$ cat config.mk
export PLATFORM = sky130hd
export DESIGN_NAME = spi_master_arbiter_flat
export DESIGN_NICKNAME = d
export VERILOG_FILES = /design/src/rtl/spi_master_arbiter_pkg.sv /design/src/rtl/spi_master_arbiter_if.sv /design/src/rtl/spi_master_arbiter_rr.sv /design/src/rtl/spi_master_arbiter.sv /design/src/flat_wrapper.sv
export SDC_FILE = /design/constraint.sdc
export NUM_CORES = 1
export LEC_CHECK = 0
export CORE_ASPECT_RATIO = 1.4
export CORE_MARGIN = 1.5
export CORE_UTILIZATION = 58
export CTS_CLUSTER_SIZE = 10
export DETAILED_ROUTE_END_ITERATION = 12
export DONT_BUFFER_PORTS = 1
export PLACE_DENSITY = 0.74
export SYNTH_ARGS = -nofsm -noshare
export SYNTH_HDL_FRONTEND = slang
export SYNTH_SLANG_ARGS = --single-unit
$ cat constraint.sdc
create_clock -name i_clock -period 7.19 [get_ports i_clock]
set_clock_uncertainty 0.05 [all_clocks]
set_input_delay 0.719 -clock i_clock [delete_from_list [all_inputs] [get_ports i_clock]]
set_output_delay 0.719 -clock i_clock [all_outputs]
set_load 0.02 [all_outputs]
$ cat src/rtl/spi_master_arbiter_pkg.sv
// Shared types and defaults for the SPI master arbiter.
// Latency: n/a (types and constants only).
// Backpressure: n/a.
package spi_master_arbiter_pkg;

    typedef enum logic [2:0] {
        IDLE,
        LOAD,
        WAIT_DONE,
        RESPOND,
        GAP
    } arb_state_t;

    localparam int NUM_REQ_DEF    = 4;
    localparam int DATA_WIDTH_DEF = 8;
    localparam int DIV_WIDTH_DEF  = 4;
    localparam int GAP_CYCLES_DEF = 2;
    localparam int GNT_W_DEF      = $clog2(NUM_REQ_DEF);

    // Grant index width, never narrower than one bit.
    function automatic int gnt_width(input int n);
        return (n > 1) ? $clog2(n) : 1;
    endfunction

endpackage

$ cat src/rtl/spi_master_arbiter_if.sv
// Requester-side bundle: per-requester request fields in, ack/response pulses out.
// Latency: n/a (wires only).
// Backpressure: request fields are held by the client until its ack pulse.
interface spi_master_arbiter_if
    import spi_master_arbiter_pkg::*;
#(
    parameter int NUM_REQ    = NUM_REQ_DEF,
    parameter int DATA_WIDTH = DATA_WIDTH_DEF,
    parameter int DIV_WIDTH  = DIV_WIDTH_DEF
);
    logic [NUM_REQ-1:0]            req_valid;
    logic [NUM_REQ*DATA_WIDTH-1:0] req_data;
    logic [NUM_REQ-1:0]            req_cpol;
    logic [NUM_REQ-1:0]            req_cpha;
    logic [NUM_REQ*DIV_WIDTH-1:0]  req_div;
    logic [NUM_REQ-1:0]            req_ack;
    logic [NUM_REQ-1:0]            rsp_valid;
    logic [DATA_WIDTH-1:0]         rsp_data;

    // Client side: drives requests, observes ack/response.
    modport master (
        output req_valid, req_data, req_cpol, req_cpha, req_div,
        input  req_ack, rsp_valid, rsp_data
    );

    // Arbiter side.
    modport slave (
        input  req_valid, req_data, req_cpol, req_cpha, req_div,
        output req_ack, rsp_valid, rsp_data
    );
endinterface

$ cat src/rtl/spi_master_arbiter_rr.sv
// Round-robin pick: first set request at or after the pointer, wrapping.
// Latency: combinational.
// Backpressure: none; any_o low when no request is pending.
module spi_rr_arbiter
    import spi_master_arbiter_pkg::*;
#(
    parameter int N  = NUM_REQ_DEF,
    parameter int GW = GNT_W_DEF
) (
    input  logic [N-1:0]  req_i,
    input  logic [GW-1:0] ptr_i,
    output logic [N-1:0]  gnt_o,
    output logic [GW-1:0] idx_o,
    output logic          any_o
);

    // Scan N positions starting at the pointer; the first hit wins.
    always_comb begin
        int j;
        gnt_o = '0;
        idx_o = '0;
        any_o = 1'b0;
        j     = 0;
        for (int k = 0; k < N; k++) begin
            j = int'(ptr_i) + k;
            if (j >= N) j = j - N;
            if (!any_o && req_i[j]) begin
                any_o    = 1'b1;
                idx_o    = GW'(j);
                gnt_o[j] = 1'b1;
            end
        end
    end

endmodule

$ cat src/rtl/spi_master_arbiter.sv
// Shares one SPI master between NUM_REQ requesters; round-robin, one transfer per grant.
// Latency: ack on the edge that samples a request, enable in that next cycle; rsp one cycle after done.
// Backpressure: requests are only sampled in IDLE; clients hold fields until their ack.
module spi_master_arbiter
    import spi_master_arbiter_pkg::*;
#(
    parameter int NUM_REQ    = NUM_REQ_DEF,
    parameter int DATA_WIDTH = DATA_WIDTH_DEF,
    parameter int DIV_WIDTH  = DIV_WIDTH_DEF,
    parameter int GAP_CYCLES = GAP_CYCLES_DEF
) (
    input  logic                  i_clock,
    input  logic                  i_reset,
    spi_master_arbiter_if.slave   req_if,
    output logic                  o_busy,
    output logic                  o_spi_enable,
    output logic                  o_spi_cpol,
    output logic                  o_spi_cpha,
    output logic [DIV_WIDTH-1:0]  o_spi_div,
    output logic [DATA_WIDTH-1:0] o_spi_data,
    input  logic [DATA_WIDTH-1:0] i_spi_data,
    input  logic                  i_spi_done,
    input  logic                  i_spi_cs_n,
    output logic [NUM_REQ-1:0]    o_slave_cs_n
);

    localparam int GW  = gnt_width(NUM_REQ);
    localparam int GCW = (GAP_CYCLES > 1) ? $clog2(GAP_CYCLES) : 1;

    arb_state_t            state_q;
    logic [GW-1:0]         grant_q;
    logic [GW-1:0]         rr_q;
    logic [GW-1:0]         rr_d;
    logic [DATA_WIDTH-1:0] data_q;
    logic                  cpol_q;
    logic                  cpha_q;
    logic [DIV_WIDTH-1:0]  div_q;
    logic [DIV_WIDTH-1:0]  div_d;
    logic                  enable_q;
    logic [NUM_REQ-1:0]    ack_q;
    logic [NUM_REQ-1:0]    rsp_valid_q;
    logic [DATA_WIDTH-1:0] rsp_data_q;
    logic [GCW-1:0]        gap_q;

    logic [NUM_REQ-1:0]    gnt_oh;
    logic [GW-1:0]         gnt_idx;
    logic                  gnt_any;

    spi_rr_arbiter #(
        .N  (NUM_REQ),
        .GW (GW)
    ) u_rr (
        .req_i (req_if.req_valid),
        .ptr_i (rr_q),
        .gnt_o (gnt_oh),
        .idx_o (gnt_idx),
        .any_o (gnt_any)
    );

    // Winner's divider, with 0 forced to 1 since the master stalls on a zero divider.
    always_comb begin
        div_d = req_if.req_div[int'(gnt_idx)*DIV_WIDTH +: DIV_WIDTH];
        if (div_d == '0) div_d = DIV_WIDTH'(1);
    end

    // Pointer moves to the requester after the one just served.
    always_comb begin
        rr_d = (int'(grant_q) == NUM_REQ - 1) ? '0 : grant_q + GW'(1);
    end

    // Arbitration FSM; every output is a register updated here.
    always_ff @(posedge i_clock) begin
        if (i_reset) begin
            state_q     <= IDLE;
            grant_q     <= '0;
            rr_q        <= '0;
            data_q      <= '0;
            cpol_q      <= 1'b0;
            cpha_q      <= 1'b0;
            div_q       <= '0;
            enable_q    <= 1'b0;
            ack_q       <= '0;
            rsp_valid_q <= '0;
            rsp_data_q  <= '0;
            gap_q       <= '0;
        end else begin
            ack_q       <= '0;
            rsp_valid_q <= '0;
            enable_q    <= 1'b0;
            case (state_q)
                IDLE: begin
                    if (gnt_any) begin
                        grant_q  <= gnt_idx;
                        data_q   <= req_if.req_data[int'(gnt_idx)*DATA_WIDTH +: DATA_WIDTH];
                        cpol_q   <= req_if.req_cpol[gnt_idx];
                        cpha_q   <= req_if.req_cpha[gnt_idx];
                        div_q    <= div_d;
                        ack_q    <= gnt_oh;
                        enable_q <= 1'b1;
                        state_q  <= LOAD;
                    end
                end
                LOAD: state_q <= WAIT_DONE;
                WAIT_DONE: begin
                    if (i_spi_done) begin
                        rsp_data_q  <= i_spi_data;
                        rsp_valid_q <= {{(NUM_REQ-1){1'b0}}, 1'b1} << grant_q;
                        state_q     <= RESPOND;
                    end
                end
                RESPOND: begin
                    rr_q    <= rr_d;
                    gap_q   <= '0;
                    state_q <= (GAP_CYCLES > 0) ? GAP : IDLE;
                end
                GAP: begin
                    if (int'(gap_q) >= GAP_CYCLES - 1) state_q <= IDLE;
                    else                              gap_q   <= gap_q + GCW'(1);
                end
                default: state_q <= IDLE;
            endcase
        end
    end

    // Only the granted slave sees the master's CS, and only while a transfer is owned.
    always_comb begin
        o_slave_cs_n = '1;
        if (state_q == LOAD || state_q == WAIT_DONE || state_q == RESPOND)
            o_slave_cs_n[grant_q] = i_spi_cs_n;
    end

    assign o_busy           = (state_q != IDLE);
    assign o_spi_enable     = enable_q;
    assign o_spi_cpol       = cpol_q;
    assign o_spi_cpha       = cpha_q;
    assign o_spi_div        = div_q;
    assign o_spi_data       = data_q;
    assign req_if.req_ack   = ack_q;
    assign req_if.rsp_valid = rsp_valid_q;
    assign req_if.rsp_data  = rsp_data_q;

endmodule

$ cat src/flat_wrapper.sv
// flat-port wrapper written by rule: the top's interface ports become plain ports
module spi_master_arbiter_flat import spi_master_arbiter_pkg::*;
#(
    parameter int NUM_REQ    = NUM_REQ_DEF,
    parameter int DATA_WIDTH = DATA_WIDTH_DEF,
    parameter int DIV_WIDTH  = DIV_WIDTH_DEF,
    parameter int GAP_CYCLES = GAP_CYCLES_DEF
)
  (i_clock, i_reset, o_busy, o_spi_enable, o_spi_cpol, o_spi_cpha, o_spi_div, o_spi_data, i_spi_data, i_spi_done, i_spi_cs_n, o_slave_cs_n, req_if_req_valid, req_if_req_data, req_if_req_cpol, req_if_req_cpha, req_if_req_div, req_if_req_ack, req_if_rsp_valid, req_if_rsp_data);
  spi_master_arbiter_if #(.NUM_REQ(NUM_REQ), .DATA_WIDTH(DATA_WIDTH), .DIV_WIDTH(DIV_WIDTH)) req_if_i ();
  input  logic i_clock;
  input  logic i_reset;
  output logic o_busy;
  output logic o_spi_enable;
  output logic o_spi_cpol;
  output logic o_spi_cpha;
  output logic [DIV_WIDTH-1:0] o_spi_div;
  output logic [DATA_WIDTH-1:0] o_spi_data;
  input  logic [DATA_WIDTH-1:0] i_spi_data;
  input  logic i_spi_done;
  input  logic i_spi_cs_n;
  output logic [NUM_REQ-1:0] o_slave_cs_n;
  input wire logic [$bits(req_if_i.req_valid)-1:0] req_if_req_valid;
  input wire logic [$bits(req_if_i.req_data)-1:0] req_if_req_data;
  input wire logic [$bits(req_if_i.req_cpol)-1:0] req_if_req_cpol;
  input wire logic [$bits(req_if_i.req_cpha)-1:0] req_if_req_cpha;
  input wire logic [$bits(req_if_i.req_div)-1:0] req_if_req_div;
  output wire logic [$bits(req_if_i.req_ack)-1:0] req_if_req_ack;
  output wire logic [$bits(req_if_i.rsp_valid)-1:0] req_if_rsp_valid;
  output wire logic [$bits(req_if_i.rsp_data)-1:0] req_if_rsp_data;
  assign req_if_i.req_valid = req_if_req_valid;
  assign req_if_i.req_data = req_if_req_data;
  assign req_if_i.req_cpol = req_if_req_cpol;
  assign req_if_i.req_cpha = req_if_req_cpha;
  assign req_if_i.req_div = req_if_req_div;
  assign req_if_req_ack = req_if_i.req_ack;
  assign req_if_rsp_valid = req_if_i.rsp_valid;
  assign req_if_rsp_data = req_if_i.rsp_data;
  spi_master_arbiter #(.NUM_REQ(NUM_REQ), .DATA_WIDTH(DATA_WIDTH), .DIV_WIDTH(DIV_WIDTH), .GAP_CYCLES(GAP_CYCLES)) u_core (.i_clock(i_clock), .i_reset(i_reset), .req_if(req_if_i), .o_busy(o_busy), .o_spi_enable(o_spi_enable), .o_spi_cpol(o_spi_cpol), .o_spi_cpha(o_spi_cpha), .o_spi_div(o_spi_div), .o_spi_data(o_spi_data), .i_spi_data(i_spi_data), .i_spi_done(i_spi_done), .i_spi_cs_n(i_spi_cs_n), .o_slave_cs_n(o_slave_cs_n));
endmodule
==> flow_summary.yaml, run 1 <==
setup_path:
  path_delay_family: "simple AND/OR/NAND/NOR gates"
  worstPathArrival_ns: 3.83
  r2r_slack_ns: 3.48
  path_class: "register to register"
  crit_required_ns: 7.31
  crit_top_cell: "inv_1"
  worst_setup_path_end_kind: "register"
  cpPeakStageDelay_ns: 0.60
  path_buf_inv: 3
  crit_path_cell_trace: "buf_4 -> inv_1 -> ha_1 -> mux4_2 -> or4_1 -> and2_1 -> nand2_1 -> inv_1 -> o311ai_1 -> o31ai_2"
  cp-start-kind: "register"
  r2r_cells: 10
  r2r_start: "u_core.rr_q[0]$_SDFFE_PP0P_"
  r2r-end: "u_core.o_spi_div[0]$_SDFFE_PP0N_"
  crit_slowest_cell: "or4_1"
  cp_max_fo: 28
power:
  power_switching_share: 0.400
  finalPower_w: 0.000919
  seqPwrFrac: 0.393
  p_int_w: 0.000552
  power_density_nw_per_um2: 337
  p_comb_frac: 0.375
  p_sw_w: 0.000367
  power_frac_clock: 0.232
  peakVddDrop_mv: 0.130
  p_leak_nw: 1.02
clock_tree:
  clkTransAtPathRegs_ns: 0.08
  cts_hold_buf: 0
  clk_latency_ns: 0.29
  clockBufferDepth: 2
  cts_setup_buffers: 0
  ctsResizeCount: 0
  htreeDepth: 2
  root_buffer: "clkbuf_8"
  cts_buffers: 5
  tritoncts: "built"
  cts.sinks: 39
placement:
  hpwl_um: 4340
  portBuffers: 0
  gp_congestion: 0.851
die:
  core_area_um2: 4270
  io_pins: 108
  dieArea_um2: 4900
  rows: 28
  die_x_um: 59.6
  start_util: 0.609
  die_h_um: 82.3
synthesis:
  synth_area_per_cell_um2: 8.88
  syn_nets: 377
  synth_top_area_share: 0.300
  muxShareOfSynthArea: 0.214
  synth_seq_cells: 39
  ys_warn_count: 0
  synth_compound_area_frac: 0.179
  synth_adder_area_share: 0.0577
  ys_seq_area_frac: 0.300
  synth_top_family_by_area: "multiplexers"
  ys.flop_type: "dfxtp_1"
  yosysUniqueCellTypes: 52
  synth-simple-area-share: 0.190
  synth_cells: 293
  mappedNetlistArea_um2: 2600
  synth_top_area_cell: "dfxtp_1"
  synth_xor_area_frac: 0.00337
  async_reset_ff_frac: 0
  synth_edf_count: 0
  synthTopCellsByArea: "dfxtp_1 30%, mux2i_1 11%, nand2_1 7.4%, ha_1 5.8%, mux2_2 3.5%"
timing:
  fin_crit_sh: 0.517
  drv_slew: 0
  setup_violations: 0
  fin_crit_ns: 3.71
  finalSetupTns_ns: 0
  finalHoldViolations: 0
  rsz0062_at_grt: "false"
  worst_pin_slew_ns: 0.627
  fmaxAchievable_mhz: 269
  slew_headroom: 0.582
job:
  maxCapViolCount: 0
finish:
  mostFrequentLayoutCell: "nand2_1"
  area_growth_pct: 4.95
  drive_gt1_frac: 0.129
  n_fill_cell: 391
  nets: 370
  antenna_cells: 0
  final_cell_mix: "51 x nand2_1, 39 x dfxtp_1, 28 x mux2i_1"
routing:
  firstDrtPassIters: 4
  via_per_inst: 6.24
  num_vias: 2165
  ant_nets: 0
  drt_iter0_markers: 97
  post-route-drc-count: 0
  wl_um: 5890
  wl_per_cell_um: 17.0
global_routing:
  globalRouteTotalUtil: 0.234
  grt_max_degree: 29
  grt_pass1_wl_um: 8800
  grt_pass1_vias: 1882
  antenna_found_initial: 0
  grt_overflow_total: 0
min_path:
  min_path_cells: 1
  hold_class: "primary input to register"
  hold_path.startpoint: "i_reset"
  hold-path-endpoint: "u_core.req_if.rsp_data[2]$_SDFFE_PP0P_"
outcome:
  status: "complete, no violations"
## stage by stage
step / hold slack (ns) / util / instance area, um^2 / setup slack [ns] / std cells
finish: 0.439 / 0.639 / 2730 / 3.48 / 347
global route: 0.422 / 0.639 / 2730 / 3.16 / 347
CTS: 0.426 / 0.639 / 2730 / 3.47 / 347
detailed placement: 0.488 / 0.608 / 2600 / 3.49 / 339
global placement: 0.485 / 0.608 / 2600 / 3.61 / 339
floorplan: 0.448 / - / 2600 / 3.88 / 293
## per-layer routing
layer  GRT usage  part of all wire  vias up
met5           0                 0        -
met4       0.113             0.015        0
met3      0.0421             0.062        8
met2       0.401              0.52       82
met1       0.278              0.40     1023
li1            -                 -     1052
## cells in the mapped netlist (2+ instances only)
cell and n:
o22ai_1 9, a22oi_1 4, o2111ai_1 2, o22ai_2 2, nor4_1 5, mux4_2 2, ha_1 12, buf_4 2
nor3_1 4, mux2i_1 28, o21ai_0 6, mux2_2 8, buf_6 4, nand2_1 51, a31oi_1 2, buf_2 3
dfxtp_1 39, mux2_4 6, nor2b_1 3, inv_1 9, and2_1 3, o311ai_1 2, nor2_1 20, nand3_1 4
mux4_1 2, o211ai_1 5, a21oi_1 16, nand2b_1 3, clkbuf_1 9, a221oi_1 5, nand3b_1 2
## registers in the layout, summed over array words and instances, names as in the netlist
register and cells:
u_core.req_if.rsp_data 8, u_core.gap_q 1, u_core.state_q 3, u_core.rr_q 2, u_core.o_spi_cpol 1, u_core.grant_q 2, u_core.o_spi_data 8, u_core.req_if.req_ack 4
u_core.o_spi_div 4, u_core.o_spi_enable 1, u_core.req_if.rsp_valid 4, u_core.o_spi_cpha 1
## cells by family (layout without fill, tap and decap cells)
| group | after synthesis | after routing |
|---|---|---|
| xor+xnor | 1 | 1 |
| fa+ha+maj | 12 | 12 |
| flops | 39 | 39 |
| compound gates | 64 | 64 |
| simple gates | 104 | 104 |
| mux | 46 | 46 |
| buf+inv | 27 | 21 |
## final cells by class
| type | instances | area, um^2 | area share |
|---|---|---|---|
| Sequential cell | 39 | 781 | 0.286 |
| Multi-Input combinational cell | 227 | 1680 | 0.615 |
| Clock buffer | 6 | 72.6 | 0.0266 |
| Clock inverter | 2 | 60.1 | 0.0220 |
| Timing Repair Buffer | 4 | 30.0 | 0.0110 |
| Inverter | 9 | 33.8 | 0.0124 |
| Tap cell | 60 | 75.1 | 0.0275 |
## power by group through the flow
stage | Clock [W] | Sequential (W) | Combinational (W)
3_5_place_dp | 0 | 0.000366 | 0.000343
5_1_grt | 0.000224 | 0.000367 | 0.000382
4_1_cts | 0.000216 | 0.000362 | 0.000345
3_3_place_gp | 0 | 0.000366 | 0.000335
6_report | 0.000213 | 0.000362 | 0.000344
2_1_floorplan | 0 | 0.000347 | 0.000309
## worst max-delay path by stage
stage | start | endpoint | slack (ns) | cells after the start
4_1_cts | u_core.rr_q[0]$_SDFFE_PP0P_ | u_core.o_spi_div[0]$_SDFFE_PP0N_ | 3.47 | 10
6_report | u_core.rr_q[0]$_SDFFE_PP0P_ | u_core.o_spi_div[0]$_SDFFE_PP0N_ | 3.48 | 10
2_1_floorplan | u_core.rr_q[0]$_SDFFE_PP0P_ | u_core.o_spi_div[0]$_SDFFE_PP0N_ | 3.88 | 13
3_5_place_dp | u_core.rr_q[0]$_SDFFE_PP0P_ | u_core.o_spi_div[0]$_SDFFE_PP0N_ | 3.49 | 10
3_3_place_gp | u_core.rr_q[0]$_SDFFE_PP0P_ | u_core.o_spi_div[0]$_SDFFE_PP0N_ | 3.61 | 10
5_1_grt | u_core.rr_q[0]$_SDFFE_PP0P_ | u_core.o_spi_div[0]$_SDFFE_PP0N_ | 3.16 | 10
Note: power is estimated with default switching activity, not from simulation.
==> run 2: changes to the inputs <==
clock period = 3.65 ns   (was 7.19 ns; I/O delays follow)
==> run 2 against run 1 <==
Final area is 0.82% lower. First-iteration DRC count down 13%. Critical path depth down 2. Power grew 83%. Wire length down 2.9%. Die area did not move. Largest cell class unchanged. Critical path type unchanged. Setup slack got worse by 3.2 ns.
==> flow_summary.yaml, run 2 (synthesis gave the netlist of run 1 again) <==
outcome:
  status: "complete, no violations"
setup_path:
  r2r_cells: 8
  cp_max_fo: 16
  worst_setup_path_end_kind: "register"
  worstPathArrival_ns: 3.45
  endpoint: "u_core.o_spi_data[6]$_SDFFE_PP0N_"
  path_class: "register to register"
  crit_slowest_cell: "or4_1"
  setup.worst_path.start: "u_core.rr_q[1]$_SDFFE_PP0P_"
  cpPeakStageDelay_ns: 0.59
  crit_path_cell_trace: "inv_1 -> ha_1 -> mux4_2 -> or4_1 -> and2_1 -> nand2_1 -> buf_4 -> o22ai_1"
  crit_required_ns: 3.74
  r2r_slack_ns: 0.29
  r2r-end: "u_core.o_spi_data[6]$_SDFFE_PP0N_"
  r2r_start: "u_core.rr_q[1]$_SDFFE_PP0P_"
  cp-start-kind: "register"
job:
  maxCapViolCount: 0
power:
  power_density_nw_per_um2: 621
  p_int_w: 0.000971
  power_frac_clock: 0.168
  p_comb_frac: 0.409
  peakVddDrop_mv: 0.238
  power_switching_share: 0.423
  p_sw_w: 0.000711
  seqPwrFrac: 0.423
  p_leak_nw: 1.02
finish:
  antenna_cells: 0
  stdcell_count: 349
  nets: 373
  drive_gt1_frac: 0.138
  final_cell_mix: "51 x nand2_1, 39 x dfxtp_1, 28 x mux2i_1"
  mostFrequentLayoutCell: "nand2_1"
  area_growth_pct: 4.09
clock_tree:
  ctsResizeCount: 0
  clk_latency_ns: 0.28
  root_buffer: "clkbuf_8"
  cts_setup_buffers: 0
  clockBufferDepth: 2
  cts.sinks: 39
  clkTransAtPathRegs_ns: 0.07
  cts_buffers: 5
  cts_hold_buf: 0
  htreeDepth: 2
  tritoncts: "built"
die:
  start_util: 0.609
  core_area_um2: 4270
  die_h_um: 82.3
  rows: 28
  die_x_um: 59.6
  dieArea_um2: 4900
  io_pins: 108
timing:
  setup_violations: 0
  finalHoldViolations: 0
  fmaxAchievable_mhz: 298
  rsz0062_at_grt: "false"
  fin_crit_ns: 3.36
  worst_pin_slew_ns: 0.609
  finalSetupTns_ns: 0
  fin_crit_sh: 0.920
  slew_headroom: 0.594
  drv_slew: 0
global_routing:
  antenna_found_initial: 0
  grt_pass1_wl_um: 8510
  grt_max_degree: 25
  grt_overflow_total: 0
  grt_pass1_vias: 1914
  globalRouteTotalUtil: 0.225
routing:
  via_per_inst: 6.08
  ant_nets: 0
  drt_iter0_markers: 84
  num_vias: 2123
  firstDrtPassIters: 4
  wl_um: 5720
  wl_per_cell_um: 16.4
  post-route-drc-count: 0
placement:
  dp_cells: 342
  portBuffers: 0
  gp_congestion: 0.906
  hpwl_um: 4320
min_path:
  hold_class: "primary input to register"
[run 2: critical path, delay by kind of cell (launching register included)]
family                   cells  cell delay (ns)
adder cells (fa/ha/maj)      1             0.40
flip-flops                   1             0.53
AND/OR/NAND/NOR              3             1.24
AO/OA/AOI/OAI                1             0.11
multiplexers                 1             0.47
buffers and inverters        2             0.40
[run 2: power groups by stage]
stage	combinational [W]	sequential [W]	clock, W
4_1_cts	0.000690	0.000712	0.000288
3_5_place_dp	0.000685	0.000720	0
6_report	0.000687	0.000711	0.000283
2_1_floorplan	0.000608	0.000683	0
3_3_place_gp	0.000674	0.000719	0
5_1_grt	0.000760	0.000723	0.000305
[run 2: how the worst min path moves through the flow]
| stage | start | endpoint | cells after the start |
|---|---|---|---|
| final | i_reset | u_core.req_if.rsp_data[7]$_SDFFE_PP0P_ | 1 |
| after global routing | i_reset | u_core.req_if.rsp_data[2]$_SDFFE_PP0P_ | 1 |
| after CTS | i_reset | u_core.req_if.rsp_data[2]$_SDFFE_PP0P_ | 1 |
| after detailed placement | i_reset | u_core.req_if.rsp_data[5]$_SDFFE_PP0P_ | 1 |
| after global placement | i_reset | u_core.req_if.rsp_data[4]$_SDFFE_PP0P_ | 1 |
| after floorplan | u_core.grant_q[1]$_SDFFE_PP0N_ | u_core.req_if.rsp_valid[1]$_SDFF_PP0_ | 1 |
[run 2: stage by stage]
step                setup slack (ns)  hold slack (ns)  power, W  cell area, um^2   util
floorplan                      0.338            0.448   0.00129             2600      -
global placement               0.412            0.387   0.00139             2620  0.613
detailed placement             0.307            0.388   0.00141             2620  0.613
CTS                            0.260           0.0824   0.00169             2710  0.634
global route                  0.0432           0.0813   0.00179             2710  0.634
finish                         0.291           0.0927   0.00168             2710  0.634
[run 2: area by class of cell]
class | instances | area [um^2]
Multi-Input combinational cell | 227 | 1680
Fill cell | 387 | 1570
Sequential cell | 39 | 781
Clock buffer | 6 | 82.6
Tap cell | 60 | 75.1
Timing Repair Buffer | 7 | 52.6
Inverter | 9 | 33.8
Clock inverter | 1 | 5.00
[run 2: routing by layer]
layer	wire length [um]	share of wire	global-route usage
met3	363	0.064	0.0545
met1	2350	0.41	0.262
met2	2910	0.51	0.390
met4	93	0.016	0.0889
met5	0	0	0
==> RTL edit, RTL diff (config.mk and constraints of run 2) <==
Set the package constant `GAP_CYCLES_DEF` to 1 (it was 2).
--- a/src/rtl/spi_master_arbiter_pkg.sv
+++ b/src/rtl/spi_master_arbiter_pkg.sv
@@ -14,7 +14,7 @@
     localparam int NUM_REQ_DEF    = 4;
     localparam int DATA_WIDTH_DEF = 8;
     localparam int DIV_WIDTH_DEF  = 4;
-    localparam int GAP_CYCLES_DEF = 2;
+    localparam int GAP_CYCLES_DEF = 1;
     localparam int GNT_W_DEF      = $clog2(NUM_REQ_DEF);
 
     // Grant index width, never narrower than one bit.
Check against the original RTL: not equivalent (Yosys sat finds a counterexample within 10 cycles, from zero or initial values and one cycle with i_reset high).
==> RTL edit against run 2 <==
Largest cell class unchanged. Clock power increased by 52%. Synthesized cell count decreased by 9.6%. Final area decreased by 10%. Sequential cell count decreased by 1. Routed wire length decreased by 9.4%. Non-clock buffer count decreased by 5. Critical endpoint is now u_core.o_spi_cpol. Total power decreased by 13%. Sequential share of layout area increased by 2.5 points. Cell count decreased by 14%. Core utilization decreased by 0.83 points. Via count decreased by 10%. Setup slack improved by 0.058 ns. Area after synthesis decreased by 10%.
==> RTL edit: results (changes against run 2) <==
status = completed (unchanged)
hold depth = 1 (unchanged)
routability cong. = 0.833 (was 0.906)
synth warn = 0 (unchanged)
Pre-antenna DRT Iters = 4 (unchanged)
Total Routing Usage GR = 24.1% (was 22.5%)
worst skew pair latency = 0.29 ns
Peak VDD IR = 467 uV (was 238 uV)
grt met1 use = 26.2% (about the same)
Hold WC Path Type = input port to register (unchanged)
vias in the first global route = 1763 (was 1914)
DRT Wirelength = 5180 um (was 5720 um)
Critical Path Fanout Max = 23 (was 16)
dominant cells by area after synthesis = dfxtp_1 (33%), mux2i_1 (9.0%), ha_1 (6.4%), nand2_1 (5.0%), mux4_2 (3.9%) (was dfxtp_1 (30%), mux2i_1 (11%), nand2_1 (7.4%), ha_1 (5.8%), mux2_2 (3.5%))
NumNets Final = 339 (was 373)
first-pass GRT wire length = 8350 um (was 8510 um)
PortBufs = 0 (unchanged)
post-synthesis sequential area ratio = 32.6% (was 30.0%)
WP data arrival = 3.44 ns (was 3.45 ns)
total CTS buffers = 5 (unchanged)
Slew Limit Headroom = 44.5% (was 59.4%)
crit-path max cell delay = 0.57 ns (was 0.59 ns)
placed wire-length estimate = 3880 um (was 4320 um)
Yosys cell types = 50 (was 52)
GR Util met2 = 42.8% (was 39.0%)
commonest cells in the netlist = dfxtp_1 (38), nand2_1 (31), mux2i_1 (21), nor2_1 (21), a21oi_1 (16) (was nand2_1 (51), dfxtp_1 (39), mux2i_1 (28))
CTS resizes = 0 (unchanged)
H-tree levels = 2 (unchanged)
Clock Tree Root = clkbuf_8 (unchanged)
Syn Nets = 349 (was 377)
clock-pin slew on the worst setup and hold paths = 0.08 ns
largest net degree at the start of global routing = 35 (was 25)
residual DRC count = 0 (unchanged)
DR vias = 1911 (was 2123)
Iteration-0 DRC Markers = 99 (was 84)
P_leak = 0.979 nW (was 1.02 nW)
ratio of cells with drive above 1 in the final layout = 8.98% (was 13.8%)
Async S/R FF share, synth = 0% (unchanged)
postcts setup bufs = 0 (unchanged)
critical path's slowest cell = dfxtp_1 (was or4_1)
Antenna Cells = 0 (unchanged)
critical path's top delay family = multiplexers (was simple AND/OR/NAND/NOR gates)
initial antenna violation count = 0 (unchanged)
grt met3 use = 8.24% (was 5.45%)
Main synth FF type = dfxtp_1 (unchanged)
reg2reg path depth = 10 (was 8)
maximum clock path buffer count = 2 (unchanged)
RTL edit: cells by family (layout without fill, tap and decap cells):
family	Yosys count	count (layout)	share of synthesized area [%]
mux	26	26	13.3
buf+inv	25	16	5.73
fa+ha+maj	12	12	6.43
xor+xnor	1	1	0.375
simple gates	92	92	19.8
flops	38	38	32.6
compound gates	71	71	21.7
RTL edit: report_power, final:
group	internal, mW	switching, mW
Sequential	0.482	0.120
Clock	0.274	0.156
Combinational	0.187	0.244
Total	0.942	0.519
RTL edit: metrics by stage:
stage	util (%)	cell area [um2]	worst slack (ns)	instances	hold slack, ns
after floorplan	-	2330	0.362	265	0.435
after global placement	59.0	2290	0.490	291	0.388
after detailed placement	59.0	2290	0.384	291	0.390
after CTS	62.5	2430	0.365	299	0.0749
after global routing	62.5	2430	0.0866	299	0.0690
final	62.5	2430	0.349	299	0.0853
RTL edit: worst paths after layout:
path              slack, ns              start           endpoint
hold / removal         0.09            i_reset     u_core.rr_q[0]
hold reg to reg        0.48  u_core.grant_q[1]  u_core.grant_q[1]
setup reg to reg       0.35     u_core.rr_q[1]  u_core.o_spi_cpol
setup / recovery       0.35     u_core.rr_q[1]  u_core.o_spi_cpol
RTL edit: layout make-up:
type | instances | area [um2]
fillers | 338 | 1460
multi-input cells | 202 | 1440
flip-flops and latches | 38 | 761
clock buffers | 5 | 68.8
clock inverters | 3 | 68.8
well taps | 43 | 53.8
inverters | 6 | 22.5
repair buffers | 2 | 15.0
RTL edit: metal layers:
metal,share of wire (%),vias to the layer above
li1,-,947
met1,39,881
met2,51,76
met3,8.0,7
met4,1.3,0
met5,0,-
